File: src/rtl/sifive_scope_tl_d_capture.sv
// TileLink D-channel capture engine: snoops handshaken beats, filters by opcode,
// timestamps them and buffers packed records in a FIFO drained over valid/ready.
module sifive_scope_tl_d_capture #(
   parameter int DATA_W   = 32,
   parameter int SOURCE_W = 3,
   parameter int SINK_W   = 1,
   parameter int SIZE_W   = 4,
   parameter int TS_W     = 16,
   parameter int DEPTH    = 8,
   parameter int REC_W    = TS_W + 3 + 2 + SIZE_W + SOURCE_W + SINK_W + 2 + DATA_W,
   localparam int PTR_W   = $clog2(DEPTH),
   localparam int LVL_W   = PTR_W + 1
) (
   input  logic                clock,
   input  logic                reset_n,
   input  logic                arm,
   input  logic                stop,
   input  logic                mode,
   input  logic [7:0]          op_mask,
   input  logic                d_valid,
   input  logic                d_ready,
   input  logic [2:0]          d_opcode,
   input  logic [1:0]          d_param,
   input  logic [SIZE_W-1:0]   d_size,
   input  logic [SOURCE_W-1:0] d_source,
   input  logic [SINK_W-1:0]   d_sink,
   input  logic                d_denied,
   input  logic                d_corrupt,
   input  logic [DATA_W-1:0]   d_data,
   output logic                rec_valid,
   input  logic                rec_ready,
   output logic [REC_W-1:0]    rec_data,
   output logic [1:0]          state,
   output logic [LVL_W-1:0]    level,
   output logic [15:0]         drop_count
);

   typedef enum logic [1:0] {
      S_IDLE    = 2'd0,
      S_CAPTURE = 2'd1,
      S_DONE    = 2'd2
   } state_t;

   localparam logic [LVL_W-1:0] FULL = LVL_W'(DEPTH);

   function automatic logic [TS_W-1:0] ts_sat_inc(input logic [TS_W-1:0] v);
      return (&v) ? v : v + TS_W'(1);
   endfunction

   function automatic logic [15:0] drop_sat_inc(input logic [15:0] v);
      return (&v) ? v : v + 16'd1;
   endfunction

   state_t            state_q, state_d;
   logic [LVL_W-1:0]  level_q, level_nxt;
   logic [PTR_W-1:0]  wr_ptr, rd_ptr;
   logic [TS_W-1:0]   ts_q;
   logic [15:0]       drop_q;
   logic              hit, pop, push, drop, arm_go;
   logic [REC_W-1:0]  rec_in;
   logic [REC_W-1:0]  mem [DEPTH];

   assign hit       = d_valid & d_ready & op_mask[d_opcode] & (state_q == S_CAPTURE);
   assign pop       = (level_q != '0) & rec_ready;
   // A full FIFO can still take a beat in stream mode when the head leaves this cycle.
   assign push      = hit & ((level_q != FULL) | (pop & ~mode));
   assign drop      = hit & ~push;
   assign level_nxt = level_q + LVL_W'(push) - LVL_W'(pop);
   assign rec_in    = {ts_q, d_opcode, d_param, d_size, d_source, d_sink,
                       d_denied, d_corrupt, d_data};

   always_comb begin
      state_d = state_q;
      arm_go  = 1'b0;
      case (state_q)
         S_CAPTURE: begin
            if (stop)
               state_d = S_IDLE;
            else if (mode & push & (level_nxt == FULL))
               state_d = S_DONE;
         end
         default: begin
            // stop takes priority over a simultaneous arm
            arm_go = arm & ~stop;
            if (arm_go)
               state_d = S_CAPTURE;
         end
      endcase
   end

   always_ff @(posedge clock or negedge reset_n) begin
      if (!reset_n) begin
         state_q <= S_IDLE;
         level_q <= '0;
         wr_ptr  <= '0;
         rd_ptr  <= '0;
         ts_q    <= '0;
         drop_q  <= '0;
      end else begin
         state_q <= state_d;
         level_q <= level_nxt;
         if (push)
            wr_ptr <= wr_ptr + PTR_W'(1);
         if (pop)
            rd_ptr <= rd_ptr + PTR_W'(1);
         if (arm_go)
            ts_q <= '0;
         else if (state_q == S_CAPTURE)
            ts_q <= ts_sat_inc(ts_q);
         if (arm_go)
            drop_q <= '0;
         else if (drop)
            drop_q <= drop_sat_inc(drop_q);
      end
   end

   always_ff @(posedge clock) begin
      if (push)
         mem[wr_ptr] <= rec_in;
   end

   assign rec_valid  = (level_q != '0);
   assign rec_data   = mem[rd_ptr];
   assign state      = state_q;
   assign level      = level_q;
   assign drop_count = drop_q;

endmodule

File: config.mk
export PLATFORM = sky130hd
export DESIGN_NAME = sifive_scope_tl_d_capture
export DESIGN_NICKNAME = d
export VERILOG_FILES = /design/src/rtl/sifive_scope_tl_d_capture.sv
export SDC_FILE = /design/constraint.sdc
export NUM_CORES = 1
export LEC_CHECK = 0
export BUFFER_PORTS_ARGS = -buffer_cell sky130_fd_sc_hd__buf_2
export CAP_MARGIN = 20
export CORE_MARGIN = 10
export CORE_UTILIZATION = 28
export DETAILED_ROUTE_END_ITERATION = 12
export HOLD_SLACK_MARGIN = 0.06
export PLACE_DENSITY_LB_ADDON = 0.15
export RECOVER_POWER = 100
export SETUP_SLACK_MARGIN = 0.5
export SYNTH_ARGS = -nofsm -noshare
export SYNTH_HDL_FRONTEND = slang
export SYNTH_SLANG_ARGS = --single-unit
File: constraint.sdc
create_clock -name clock -period 14.2 [get_ports clock]
set_input_delay 2.13 -clock clock [delete_from_list [all_inputs] [get_ports clock]]
set_output_delay 2.13 -clock clock [all_outputs]
set_load 0.01 [all_outputs]
### Yosys cells after proc, flatten, opt, wreduce, memory -nomap -nowiden

Memory sizes are Yosys's and may differ from the RTL's.
Cells that the tools add are included.

| storage, ports and cells | value |
|---|---|
| output and inout bits | 86 |
| bits in writable memories | 504 |
| bits in registers | 44 |
| logic and storage cells | 58 |
| memories | 1 |
| input bits | 63 |

| cells by class | value |
|---|---|
| equal/unequal tests | 6 |
| multiplexer cells | 15 |
| add/sub/neg operators | 6 |
| reduce and logical (&&, ||, !) cells | 9 |
| magnitude comparators | 1 |
| bitwise operators | 14 |

Memories:

| memory | depth | width | rd ports | clocked after memory_dff | wr ports | RTL line | source |
|---|---|---|---|---|---|---|---|
| mem | 8 | 63 | 1 | 0 | 1 | 61 | `logic [REC_W-1:0] mem [DEPTH];` |

Operator list:

| kind | number |
|---|---|
| two-way mux 16 bit | 6 |
| adder 16 x 1 -> 16 bit, second input constant | 2 |
| AND reduction 16 bit | 2 |
| bitwise AND 1 bit | 10 |
| two-way mux 2 bit | 4 |
| adder 3 x 1 -> 3 bit, second input constant | 2 |
| AND reduction 2 bit | 3 |
| nonzero test 2 bit | 3 |
| adder 4 x 1 -> 4 bit | 1 |
| == test 4 bit, second input constant | 1 |
| less-than comparator 3 x 4 -> 1 bit, second input constant | 1 |
| two-way mux 1 bit | 4 |
| != test 2 bit, second input constant | 2 |
| != test 4 bit, second input constant | 1 |
| nonzero test 4 bit | 1 |
| subtractor 4 x 1 -> 4 bit | 1 |
| binary-select mux 1 bit (select 3 bit) | 1 |
| != test 3 bit, second input constant | 1 |
| inverter 1 bit | 3 |
| == test 2 x 1 -> 1 bit, second input constant | 1 |
| OR 1 bit | 1 |

### Longest topological paths before layout

Gate-level depths: netlist of run 1.

| logic depth | value |
|---|---|
| depth in word-level cells | 12 |
| depth in mapped cells | 13 |
| gate-level depth less buffers | 13 |

### Worst setup path before layout of run 1

No wires, ideal clock.

| timing path | value |
|---|---|
| path kind | input to register |
| start | input d_opcode[1] |
| end | memory mem[2][0] (netlist name), enable pin |
| cell stages on the path | 5 |
| setup slack | 3.930 ns |
| library setup time | 0.662 ns |
| required time | 13.538 ns |
| data arrival time | 9.609 ns |
| cells stage by stage | mux2i_1 -> a311oi_4 -> nand4_1 -> clkbuf_1 -> nor4b_1 |

| between the ends | value |
|---|---|
| longest elaborated chain between the ends | 7 |

Ends and longest elaborated chain:

| what | RTL line | source |
|---|---|---|
| start: declaration | 22 | `input logic [2:0] d_opcode,` |
| binary-select mux 1 bit (select 3 bit) | 63 | `assign hit = d_valid & d_ready & op_mask[d_opcode] & (state_q == S_CAPTURE);` |
| two-way mux 1 bit (not written as such) | 63 |  |
| bitwise AND 1 bit (2 in series) | 63 |  |
| bitwise AND 1 bit | 66 | `assign push = hit & ((level_q != FULL) \| (pop & ~mode));` |
| two-way mux 1 bit | 118 | `if (push)` |
| two-way mux 1 bit (not written as such) | 119 | `mem[wr_ptr] <= rec_in;` |
| end: declaration | 61 |  |

No other way between the ends. The select of a mux whose other input is x is not followed.

### Final worst setup path of run 1

| timing path | value |
|---|---|
| start | register rd_ptr[1] |
| end | output rec_data[51] |

| between the ends | value |
|---|---|
| longest elaborated chain between the ends | 1 |

Ends and longest elaborated chain:

| what | RTL line | source |
|---|---|---|
| start: declaration | 56 | `logic [PTR_W-1:0] wr_ptr, rd_ptr;` |
| start signal: assignment | 105 | `rd_ptr <= rd_ptr + PTR_W'(1);` |
| memory read (8 x 63 bit) | -- |  |
| end: declaration | 32 | `output logic [REC_W-1:0] rec_data,` |

No other way between the ends.

==> reports/results.md, run 1 <==
| Parameter | This run |
|---|---|
| Outcome | complete, but fails checks |
| Failing checks | capacitance limit, slew limit |
| Startpoint-to-endpoint class of the critical path | reg -> out |
| Worst Path Max Fanout | 48 |
| Clock slew at reported path FFs | 0.06 ns |
| Share of synthesized flip-flops with an asynchronous set or reset | 8.03% |
| DRC violation total after the first TritonRoute iteration | 506 |
| Slew Limit Fails | 727 |
| Die Outline Area | 0.0879 mm2 |
| CP Launch Point | rd_ptr[1]$_DFFE_PN0N_ |
| Endpoint type of the worst setup path | output pin |
| Initial Util | 28.2% |
| Gate count of the mapped netlist | 1000 |
| WL final | 49700 um |
| Commonest non-fill, non-tap cells in the layout | sky130_fd_sc_hd__edfxtp_1, sky130_fd_sc_hd__clkbuf_1, sky130_fd_sc_hd__mux4_2 |
| WL/cell | 22.3 um |
| Tcrit/Tclk final | 60.8% |
| Crit path setup slack, layout | 5.57 ns |
| Max-Cap Viols | 20 |
| DIE HEIGHT | 296 um |
| Synthesized area per cell | 21.4 um2 |
| First-pass iteration count of the detailed router | 4 |
| Most common cell after layout, fill and taps aside | sky130_fd_sc_hd__edfxtp_1 |
| Pwr dens | 185 mW/mm2 |
| CTS Root Cell | sky130_fd_sc_hd__clkbuf_16 |
| Top_reg_cell synth | sky130_fd_sc_hd__edfxtp_1 |
| Wire length of the first global-routing pass | 73800 um |
| Sum of negative setup slack | 0 ns |
| Number of global-route vias before repair | 11100 |
| HPWL after detailed placement | 27300 um |
| CTS H-tree depth | 3 |
| Post-DRT Antenna Nets | 0 |
| Worst-Skew Late Latency | 0.58 ns |
| Clk sinks | 548 |
| Gpl congestion | 0.747 |
| Core footprint | 0.0758 mm2 |
| #FFs+latches synth | 548 |
| Resize count post-CTS | 0 |
| Routing layer with the top usage in global route | met2 |
| RSZ-0062 raised after global routing | no |
| Chip width | 296 um |
| Leakage power of the design | 0.00798 uW |
| Crit Reg-Reg Endpoint | mem[4][47]$_DFFE_PP_ |
| Synthesized Nets | 1074 |
| FILL cells | 7270 |
| Post-synthesis sequential area ratio | 75.9% |
| Kind of launch point of the worst setup path | register |
| Post-CTS Hold Fix Bufs | 0 |
| Number of port buffers | 148 |
| Met1 demand-to-capacity share in global routing | 15.1% |
| Max IR drop VDD | 0.0778 mV |
| Worst EP required | 12.07 ns |
| # rows | 101 |
| Worst-case register-to-register setup slack | 7.48 ns |
| Post-CTS Setup Repair Bufs | 0 |
| Maximum number of pins on one net before global-route repair | 52 |
| Count of flip-flops with a built-in enable after synthesis | 504 |
| Drt drc | 0 |
| Number of clock buffers inserted by TritonCTS | 66 |
| Unique masters post-synth | 48 |
| Met2 capacity usage during global routing | 18.4% |
| Number of top-level pins | 149 |
| Remaining max-slew budget at the tightest pin | -175% |
| Vias per std cell | 4.63 |
| Maximum clock path buffer count | 3 |
| Tot GR Track Use | 11.4% |
| Worst Reg-to-Reg Cells | 6 |
| CTS tree | built |
| Final worst clock skew | 0.0222 ns |
| Final #Nets | 1268 |
| Worst Setup Slack post-DPL | 8.06 ns |
| Data arrival time of the worst path | 6.50 ns |
| Yosys warning count | 0 |
| Transition time of the tightest slew-check pin | 4.12 ns |
| Class of the tightest hold or removal check | reg -> reg |
| Termination of the worst setup path | rec_data[51] |
| Global route overflow | 0 |
| Number of endpoints with negative hold slack in the final report | 0 |
| Final setup violating endpoints | 0 |
| Time the final worst path needs with I/O delays and setup | 8.63 ns |
| Fmax | 116 MHz |
| Worst R2R Start | state[1]$_DFFE_PN0P_ |
| Initial antenna violation count | 0 |
| Met3 track utilization from global routing | 2.72% |
| Relative area change from synthesis to final layout | 17.7% |
| Fraction of layout instances using a drive strength above 1 | 25.1% |
| Vias post-DR | 10300 |
| Mapped Area | 0.0214 mm2 |
==> critical path, cell delays in order (launching register included) <==
cell                       delay (ns)
sky130_fd_sc_hd__dfrtp_1         1.52
sky130_fd_sc_hd__clkbuf_1        2.32
sky130_fd_sc_hd__buf_4           0.91
sky130_fd_sc_hd__mux4_2          0.41
sky130_fd_sc_hd__mux2_1          0.42
sky130_fd_sc_hd__buf_2           0.18
==> area by class of cell <==
| class | count | area (um2) | area share, % |
|---|---|---|---|
| flip-flops and latches | 548 | 16200 | 64.5 |
| inverters | 16 | 60.1 | 0.238 |
| diodes | 1 | 2.50 | 0.00993 |
| repair buffers | 173 | 721 | 2.86 |
| clock inverters | 30 | 262 | 1.04 |
| clock buffers | 89 | 1790 | 7.11 |
| multi-input cells | 389 | 4900 | 19.4 |
| well taps | 978 | 1220 | 4.86 |
==> worst min path at each step <==
| stage | cells after the start | to | from |
|---|---|---|---|
| 2_1_floorplan | 1 | drop_count[15]$_DFFE_PN0P_ | drop_count[15]$_DFFE_PN0P_ |
| 3_3_place_gp | 1 | drop_count[15]$_DFFE_PN0P_ | drop_count[15]$_DFFE_PN0P_ |
| 3_5_place_dp | 1 | drop_count[15]$_DFFE_PN0P_ | drop_count[15]$_DFFE_PN0P_ |
| 4_1_cts | 1 | drop_count[15]$_DFFE_PN0P_ | drop_count[15]$_DFFE_PN0P_ |
| 5_1_grt | 1 | drop_count[15]$_DFFE_PN0P_ | drop_count[15]$_DFFE_PN0P_ |
| 6_report | 1 | drop_count[15]$_DFFE_PN0P_ | drop_count[15]$_DFFE_PN0P_ |
==> synth_stat cells (8+ instances only) <==
cell                       instances  area (um2)
sky130_fd_sc_hd__o31ai_1          16         120
sky130_fd_sc_hd__nor3_1            8        40.0
sky130_fd_sc_hd__mux2i_1           8        80.1
sky130_fd_sc_hd__edfxtp_1        504       15100
sky130_fd_sc_hd__inv_1            16        60.1
sky130_fd_sc_hd__nand3_1          13        65.1
sky130_fd_sc_hd__buf_1            10        37.5
sky130_fd_sc_hd__mux2_2           67         754
sky130_fd_sc_hd__or4_1            15         113
sky130_fd_sc_hd__a21oi_1          17        85.1
sky130_fd_sc_hd__nand2_1          30         113
sky130_fd_sc_hd__mux4_2          126        2840
sky130_fd_sc_hd__dfrtp_1          44        1100
sky130_fd_sc_hd__clkbuf_1         30         113
sky130_fd_sc_hd__ha_1             10         125
sky130_fd_sc_hd__nor2_1           13        48.8
==> metal layers <==
metal,wire length [um],vias up
li1,-,4573
met1,22500,5444
met2,23900,216
met3,2290,69
met4,984,0
met5,0,-
==> metrics by stage <==
step	hold slack, ns	utilization (%)	cell area, um2	cells	power (uW)
3_5_place_dp	0.525	30.9	23400	2104	3180
5_1_grt	0.548	33.2	25200	2223	4930
6_report	0.538	33.2	25200	2224	4670
2_1_floorplan	0.532	-	21400	1000	2720
3_3_place_gp	0.516	30.9	23400	2104	3180
4_1_cts	0.533	33.6	25500	2223	4800
==> report_power, final <==
group / switching, uW / internal, uW / total, uW
combinational: 582 / 582 / 1160
sequential: 94.5 / 1820 / 1920
clock: 642 / 945 / 1590
==> kinds of logic (layout without fill, tap and decap cells) <==
kind of cell               count (synthesis)  count (layout)  synth area share (%)
buffers and inverters                     63             308                  1.18
DFF                                      548             548                  75.9
and+or+nand+nor                          112             112                  2.92
xor gates and xnor gates                   9               9                 0.368
other                                      0               1                     0
muxes                                    201             201                  17.2
AOI/OAI and AO/OA                         56              56                  1.83
adders and majority gates                 11              11                 0.678
==> sequential cells by signal (all words and copies together), names as in the netlist <==
| signal | cells |
|---|---|
| mem | 504 |
| drop_count | 16 |
| ts_q | 16 |
| level | 4 |
| rd_ptr | 3 |
| wr_ptr | 3 |
| state | 2 |
(Power assumes the default switching activity.)
==> run 2, diff against run 1 <==
==> constraint.sdc (replaced) <==
create_clock -name clock -period 7.8 [get_ports clock]
set_input_delay 1.17 -clock clock [delete_from_list [all_inputs] [get_ports clock]]
set_output_delay 1.17 -clock clock [all_outputs]
set_load 0.01 [all_outputs]
==> run 2 against run 1 <==
  * The flow still finishes with violations (capacitance limit, slew limit)
  * Critical path depth is 1 higher
  * Cell count stayed put
  * Worst setup slack lost 3.4 ns
  * Count of clock-buffer cells in the layout decreased by 3
  * Highest routed layer unchanged
  * Global-route usage about the same
  * Critical path type is now in -> reg
  * Clock power increased by 89%
  * First-iteration DRC count rose by 17%
  * Total power up 83%
  * Combinational power grew 73%
  * Sequential share of layout area fell by 0.31 points
==> reports/results.md, run 2 (synthesis gave the netlist of run 1 again) <==
| Parameter | This run |
|---|---|
| Outcome | complete, but fails checks |
| Failing checks | capacitance limit, slew limit |
| Commonest non-fill, non-tap cells in the layout | sky130_fd_sc_hd__edfxtp_1, sky130_fd_sc_hd__clkbuf_1, sky130_fd_sc_hd__mux4_2 |
| Slew Limit Fails | 284 |
| Endpoint type of the worst setup path | register |
| Core footprint | 0.0758 mm2 |
| Data arrival time of the worst path | 5.79 ns |
| Cell Area, Placed | 0.0234 mm2 |
| Maximum clock path buffer count | 3 |
| Worst EP required | 7.95 ns |
| Tcrit/Tclk final | 72.3% |
| Fmax | 177 MHz |
| Relative area change from synthesis to final layout | 18.3% |
| RSZ-0062 raised after global routing | no |
| Sequential cell area | 0.0162 mm2 |
| WL/cell | 22.5 um |
| Seq pwr share | 41.4% |
| CTS Root Cell | sky130_fd_sc_hd__clkbuf_16 |
| Time the final worst path needs with I/O delays and setup | 5.64 ns |
| # rows | 101 |
| Most common cell after layout, fill and taps aside | sky130_fd_sc_hd__edfxtp_1 |
| DIE HEIGHT | 296 um |
| Tot GR Track Use | 11.4% |
| Max IR drop VDD | 0.249 mV |
| HPWL after detailed placement | 27200 um |
| Transition time of the tightest slew-check pin | 2.83 ns |
| Worst Path Max Fanout | 34 |
| Gpl congestion | 0.770 |
| Max reg flops | 504 |
| Post-DRT Antenna Nets | 0 |
| Ant diodes | 0 |
| Number of top-level pins | 149 |
| Part of the total power dissipated in the clock network | 35.1% |
| Number of clock buffers inserted by TritonCTS | 66 |
| Initial antenna violation count | 0 |
| Vias post-DR | 10400 |
| Max-Cap Viols | 9 |
| Fraction of power spent switching nets | 28.7% |
| Pwr dens | 338 mW/mm2 |
| Leakage power of the design | 0.00807 uW |
| WL final | 50000 um |
| Number of port buffers | 148 |
| Global route overflow | 0 |
| Sum of negative setup slack | 0 ns |
| Number of global-route vias before repair | 11500 |
| Initial Util | 28.2% |
| Multi-input gate area in the final layout | 0.00488 mm2 |
| Maximum number of pins on one net before global-route repair | 87 |
| Clock slew at reported path FFs | 0.05 ns |
| CTS H-tree depth | 3 |
| First-pass iteration count of the detailed router | 4 |
| Final #Nets | 1267 |
| DRC violation total after the first TritonRoute iteration | 594 |
| Number of endpoints with negative hold slack in the final report | 0 |
| Final-layout worst hold slack | 0.510 ns |
| Internal Dissipation | 6100 uW |
| Die Outline Area | 0.0879 mm2 |
| Worst-Skew Late Latency | 0.61 ns |
| CTS tree | built |
| Clk sinks | 548 |
| Kind of launch point of the worst setup path | input port |
| Proportion of power drawn by combinational gates | 23.5% |
| Switching component of the power | 2450 uW |
| Drt drc | 0 |
| Resize count post-CTS | 0 |
| Final worst clock skew | 0.0242 ns |
| Wire length of the first global-routing pass | 74500 um |
| Register bank with the most flops | mem |
| Class of the tightest hold or removal check | in -> async |
| Final setup violating endpoints | 0 |
| Post-layout instance area | 0.0253 mm2 |
| Post-CTS Setup Repair Bufs | 0 |
| Startpoint-to-endpoint class of the critical path | in -> reg |
| Post-CTS Hold Fix Bufs | 0 |
| Remaining max-slew budget at the tightest pin | -88.7% |
| Chip width | 296 um |
| Fraction of layout instances using a drive strength above 1 | 25.9% |
| Vias per std cell | 4.69 |
| FILL cells | 7245 |
## run 2: cell types whose count changed in the layout (fill, tap and decap cells not counted), sizes merged
cell / before / now
diode: 1 / 0
bufinv: 3 / 5
buf: 47 / 54
clkbuf: 215 / 204
clkinvlp: 2 / 1
clkinv: 22 / 26
## run 2: worst paths after layout
path,from,end,slack [ns],cells past startpoint
min,reset_n,drop_count[11]$_DFFE_PN0P_,0.51,1
max reg2reg,state[1]$_DFFE_PN0P_,mem[3][17]$_DFFE_PP_,2.43,5
min reg2reg,drop_count[15]$_DFFE_PN0P_,drop_count[15]$_DFFE_PN0P_,0.54,1
min in group clock,drop_count[15]$_DFFE_PN0P_,drop_count[15]$_DFFE_PN0P_,0.54,1
max in group asynchronous,reset_n,rd_ptr[2]$_DFFE_PN0N_,4.57,2
max,d_opcode[1],mem[3][17]$_DFFE_PP_,2.16,6
## run 2: layer usage
layer | vias up | track usage [%] | part of all wire (%) | routed length (um)
met5 | - | 0 | 0 | 0
met4 | 0 | 3.07 | 2.1 | 1040
met3 | 83 | 2.89 | 4.5 | 2270
met2 | 211 | 18.0 | 47 | 23600
met1 | 5560 | 15.4 | 46 | 23100
li1 | 4569 | - | - | -
## run 2: worst max-delay path: stages
cell and delay (ns):
sky130_fd_sc_hd__clkbuf_1 0.49, sky130_fd_sc_hd__mux2i_1 0.15, sky130_fd_sc_hd__a311oi_1 0.59, sky130_fd_sc_hd__nand4_1 0.66
sky130_fd_sc_hd__nor4b_1 0.64, sky130_fd_sc_hd__clkbuf_1 2.04
## run 2: layout make-up
class                           instances  area share, %
Sequential cell                       548           64.1
Multi-Input combinational cell        389           19.3
Clock buffer                           86           6.98
Tap cell                              978           4.83
Timing Repair Buffer                  172           3.02
Clock inverter                         35           1.51
Inverter                               16          0.237
## run 2: power groups by stage
| stage | Sequential [uW] | Clock [uW] | Combinational [uW] |
|---|---|---|---|
| CTS | 3560 | 3110 | 2180 |
| global placement | 3620 | 0 | 2180 |
| global route | 3570 | 3230 | 2210 |
| detailed placement | 3620 | 0 | 2170 |
| finish | 3540 | 3010 | 2010 |
| floorplan | 3430 | 0 | 1520 |
## run 2: per-stage QoR
| stage | setup WS [ns] | power, uW | utilization (%) | instances |
|---|---|---|---|---|
| after floorplan | -1.51 | 4960 | - | 1000 |
| after global placement | 2.73 | 5790 | 30.9 | 2102 |
| after detailed placement | 2.66 | 5790 | 30.9 | 2102 |
| after CTS | 3.10 | 8850 | 33.7 | 2223 |
| after global routing | 1.56 | 9010 | 33.4 | 2224 |
| final | 2.16 | 8560 | 33.4 | 2224 |
==> run 3, diff against run 2 <==
--- a/config.mk
+++ b/config.mk
@@ -5,6 +5,7 @@
 export SDC_FILE = /design/constraint.sdc
 export NUM_CORES = 1
 export LEC_CHECK = 0
+export ABC_AREA = 1
 export BUFFER_PORTS_ARGS = -buffer_cell sky130_fd_sc_hd__buf_2
 export CAP_MARGIN = 20
 export CORE_MARGIN = 10
==> constraint.sdc (replaced) <==
create_clock -name clock -period 5.19 [get_ports clock]
set_input_delay 0.7785 -clock clock [delete_from_list [all_inputs] [get_ports clock]]
set_output_delay 0.7785 -clock clock [all_outputs]
set_load 0.01 [all_outputs]
==> run 3 against run 2 <==
  * The run still ends with capacitance limit, slew limit left
  * Area after synthesis up 3.9%
  * Via count up 36%
  * Wire length up 21%
  * Synthesized cell count up 80%
  * Worst hold slack worse by 0.022 ns
  * Worst setup slack worse by 1.3 ns
  * Sequential power up 48%
  * Global-route usage up 1.7 points
  * Highest routed layer is now met5
==> reports/results.md, run 3 <==
| Parameter | This run |
|---|---|
| Outcome | complete, but fails checks |
| Failing checks | capacitance limit, slew limit |
| Worst-Skew Late Latency | 0.59 ns |
| Top_reg_cell synth | sky130_fd_sc_hd__edfxtp_1 |
| First-pass iteration count of the detailed router | 5 |
| Number of port buffers | 148 |
| Worst-path cell chain | clkbuf_2 -> o21ai_0 -> o22ai_1 -> nor2_1 -> a31oi_1 -> buf_2 |
| Gpl congestion | 0.758 |
| Most common cell after layout, fill and taps aside | sky130_fd_sc_hd__edfxtp_1 |
| WL final | 60300 um |
| Fraction of layout instances using a drive strength above 1 | 8.51% |
| Register bank with the most flops | mem |
| Chip width | 302 um |
| Worst EP required | 4.41 ns |
| Gate count of the mapped netlist | 1799 |
| Time the final worst path needs with I/O delays and setup | 4.36 ns |
| Maximum number of pins on one net before global-route repair | 175 |
| Commonest non-fill, non-tap cells in the layout | sky130_fd_sc_hd__edfxtp_1, sky130_fd_sc_hd__nor2_1, sky130_fd_sc_hd__o21ai_0 |
| Leakage power of the design | 0.00871 uW |
| Max IR drop VDD | 0.528 mV |
| CTS tree | built |
| Share of synthesized flip-flops with an asynchronous set or reset | 8.03% |
| Number of global-route vias before repair | 14800 |
| Max-Cap Viols | 3 |
| Yosys warning count | 0 |
| Post-CTS Setup Repair Bufs | 0 |
| Mapped Area | 0.0222 mm2 |
| Initial antenna violation count | 1 |
| Global route overflow | 0 |
| Post-CTS Hold Fix Bufs | 0 |
| CTS H-tree depth | 3 |
| Tot GR Track Use | 13.1% |
| Proportion of power drawn by combinational gates | 31.0% |
| Synth area leaders | sky130_fd_sc_hd__edfxtp_1, sky130_fd_sc_hd__nor2_1, sky130_fd_sc_hd__o21ai_0 |
| Vias per std cell | 4.66 |
| Die Outline Area | 0.0911 mm2 |
| WL/cell | 19.9 um |
| Initial Util | 28.2% |
| HPWL after detailed placement | 30700 um |
| Pwr dens | 535 mW/mm2 |
| Clock slew at reported path FFs | 0.06 ns |
| Wire length of the first global-routing pass | 91800 um |
| Part of the total power dissipated in the clock network | 31.4% |
| Post-synthesis sequential area ratio | 73.0% |
| Buffering stage count on the worst path with inverters included | 2 |
| Switching component of the power | 5030 uW |
| #FFs+latches synth | 548 |
| Synthesized area per cell | 12.4 um2 |
| Final-layout worst hold slack | 0.488 ns |
| Internal Dissipation | 8870 uW |
| FILL cells | 7916 |
| Number of endpoints with negative hold slack in the final report | 0 |
| Relative area change from synthesis to final layout | 16.7% |
| Unique masters post-synth | 39 |
| Drt drc | 0 |
| Endpoint type of the worst setup path | output pin |
| Class of the tightest hold or removal check | in -> reg |
| Post-DRT Antenna Nets | 0 |
| Data arrival time of the worst path | 3.58 ns |
| Slowest cell on crit path | sky130_fd_sc_hd__clkbuf_2 |
| Seq pwr share | 37.7% |
| CTS Root Cell | sky130_fd_sc_hd__clkbuf_16 |
| Area leader, netlist | sky130_fd_sc_hd__edfxtp_1 |
| DRC violation total after the first TritonRoute iteration | 889 |
| Final setup violating endpoints | 0 |
| Number of clock buffers inserted by TritonCTS | 66 |
| Slew Limit Fails | 166 |
| CP peak stage delay | 1.39 ns |
| Number of top-level pins | 149 |
| Resize count post-CTS | 0 |
| Clk sinks | 548 |
| Ant diodes | 0 |
| Tcrit/Tclk final | 84.0% |
| Commonest cells post-synth | sky130_fd_sc_hd__edfxtp_1, sky130_fd_sc_hd__nor2_1, sky130_fd_sc_hd__o21ai_0 |
| Most common cell in the synthesized netlist | sky130_fd_sc_hd__edfxtp_1 |
| Final #Nets | 2012 |
| Final worst clock skew | 0.0289 ns |
| Share of the core filled with cells in the final layout | 32.9% |
| Fmax | 229 MHz |
| Synthesized Nets | 1873 |
| Maximum clock path buffer count | 3 |
| RSZ-0062 raised after global routing | no |
| DIE HEIGHT | 302 um |
| Sum of negative setup slack | 0 ns |
| Fraction of synthesized cell area taken by the top area cell type | 68.0% |
| # rows | 103 |
| Transition time of the tightest slew-check pin | 2.63 ns |
| Vias post-DR | 14100 |
| Remaining max-slew budget at the tightest pin | -75.6% |
| Kind of launch point of the worst setup path | register |
| Worst Path Max Fanout | 79 |
| Count of flip-flops with a built-in enable after synthesis | 504 |
| Core footprint | 0.0789 mm2 |
| Startpoint-to-endpoint class of the critical path | reg -> out |
| Max reg flops | 504 |
| Cell family with the largest share of critical-path delay | buffers and inverters |
| Fraction of power spent switching nets | 36.2% |
## run 3: changes by cell type after synthesis, sizes merged, moves of 67 or more
cell   change
nor2     +458
mux4     -126
mux2      -67
o21ai    +258
nand2     +67
## run 3: cell type report
cell class,count,area [um2],share of cell area (%)
Multi-Input combinational cell,1093,5290,20.4
Clock inverter,37,299,1.15
Sequential cell,548,16200,62.6
Timing Repair Buffer,174,866,3.33
Tap cell,1050,1310,5.06
Clock buffer,78,1740,6.70
Inverter,55,214,0.824
## run 3: power groups by stage
stage                     Combinational, uW  Clock (uW)  Sequential [uW]
after global routing                   4920        4700             5250
after floorplan                        2830           0             5270
after global placement                 4540           0             5320
after detailed placement               4570           0             5320
after CTS                              4590        4500             5230
final                                  4310        4360             5230
## run 3: cells by family after synthesis
logic type | share of synthesized area [%]
AO/OA/AOI/OAI | 9.86
XOR/XNOR | 0.984
adder cells (fa/ha/maj) | 0.652
buffers and inverters | 3.09
flip-flops | 73.0
AND/OR/NAND/NOR | 12.4
## run 3: worst register-to-register path, delay by kind of cell, from the launching register on
| family | cells | cell delay [ns] |
|---|---|---|
| compound gates | 1 | 0.29 |
| buf+inv | 3 | 1.26 |
| simple gates | 5 | 1.64 |
| flops | 1 | 0.36 |
| fa+ha+maj | 1 | 0.20 |
## run 3: per-stage QoR
stage	total power [uW]	cell area [um2]	cells	worst slack (ns)
after floorplan	8090	22200	1799	-1.12
after global placement	9860	24200	2918	1.54
after detailed placement	9900	24300	2920	1.66
after CTS	14300	26300	3035	1.28
after global routing	14900	26000	3035	0.564
final	13900	26000	3035	0.833
## run 3: worst paths after layout
path | to | from | slack [ns] | cells after the start
min in group asynchronous | drop_count[4]$_DFFE_PN0P_ | reset_n | 1.10 | 2
max | rec_data[57] | rd_ptr[0]$_DFFE_PN0N_ | 0.83 | 6
max in group asynchronous | rd_ptr[0]$_DFFE_PN0N_ | reset_n | 2.22 | 2
max reg2reg | mem[5][3]$_DFFE_PP_ | level[2]$_DFF_PN0_ | 1.03 | 10
min reg2reg | wr_ptr[0]$_DFFE_PN0P_ | wr_ptr[0]$_DFFE_PN0P_ | 0.55 | 2
min | state[0]$_DFFE_PN0P_ | arm | 0.49 | 3
## run 3: layer usage
metal / vias up / wire, um / track usage (%)
li1: 6783 / - / -
met3: 64 / 2960 / 3.22
met2: 249 / 28800 / 21.6
met5: - / 18 / 0
met1: 7035 / 27600 / 17.1
met4: 2 / 879 / 3.18
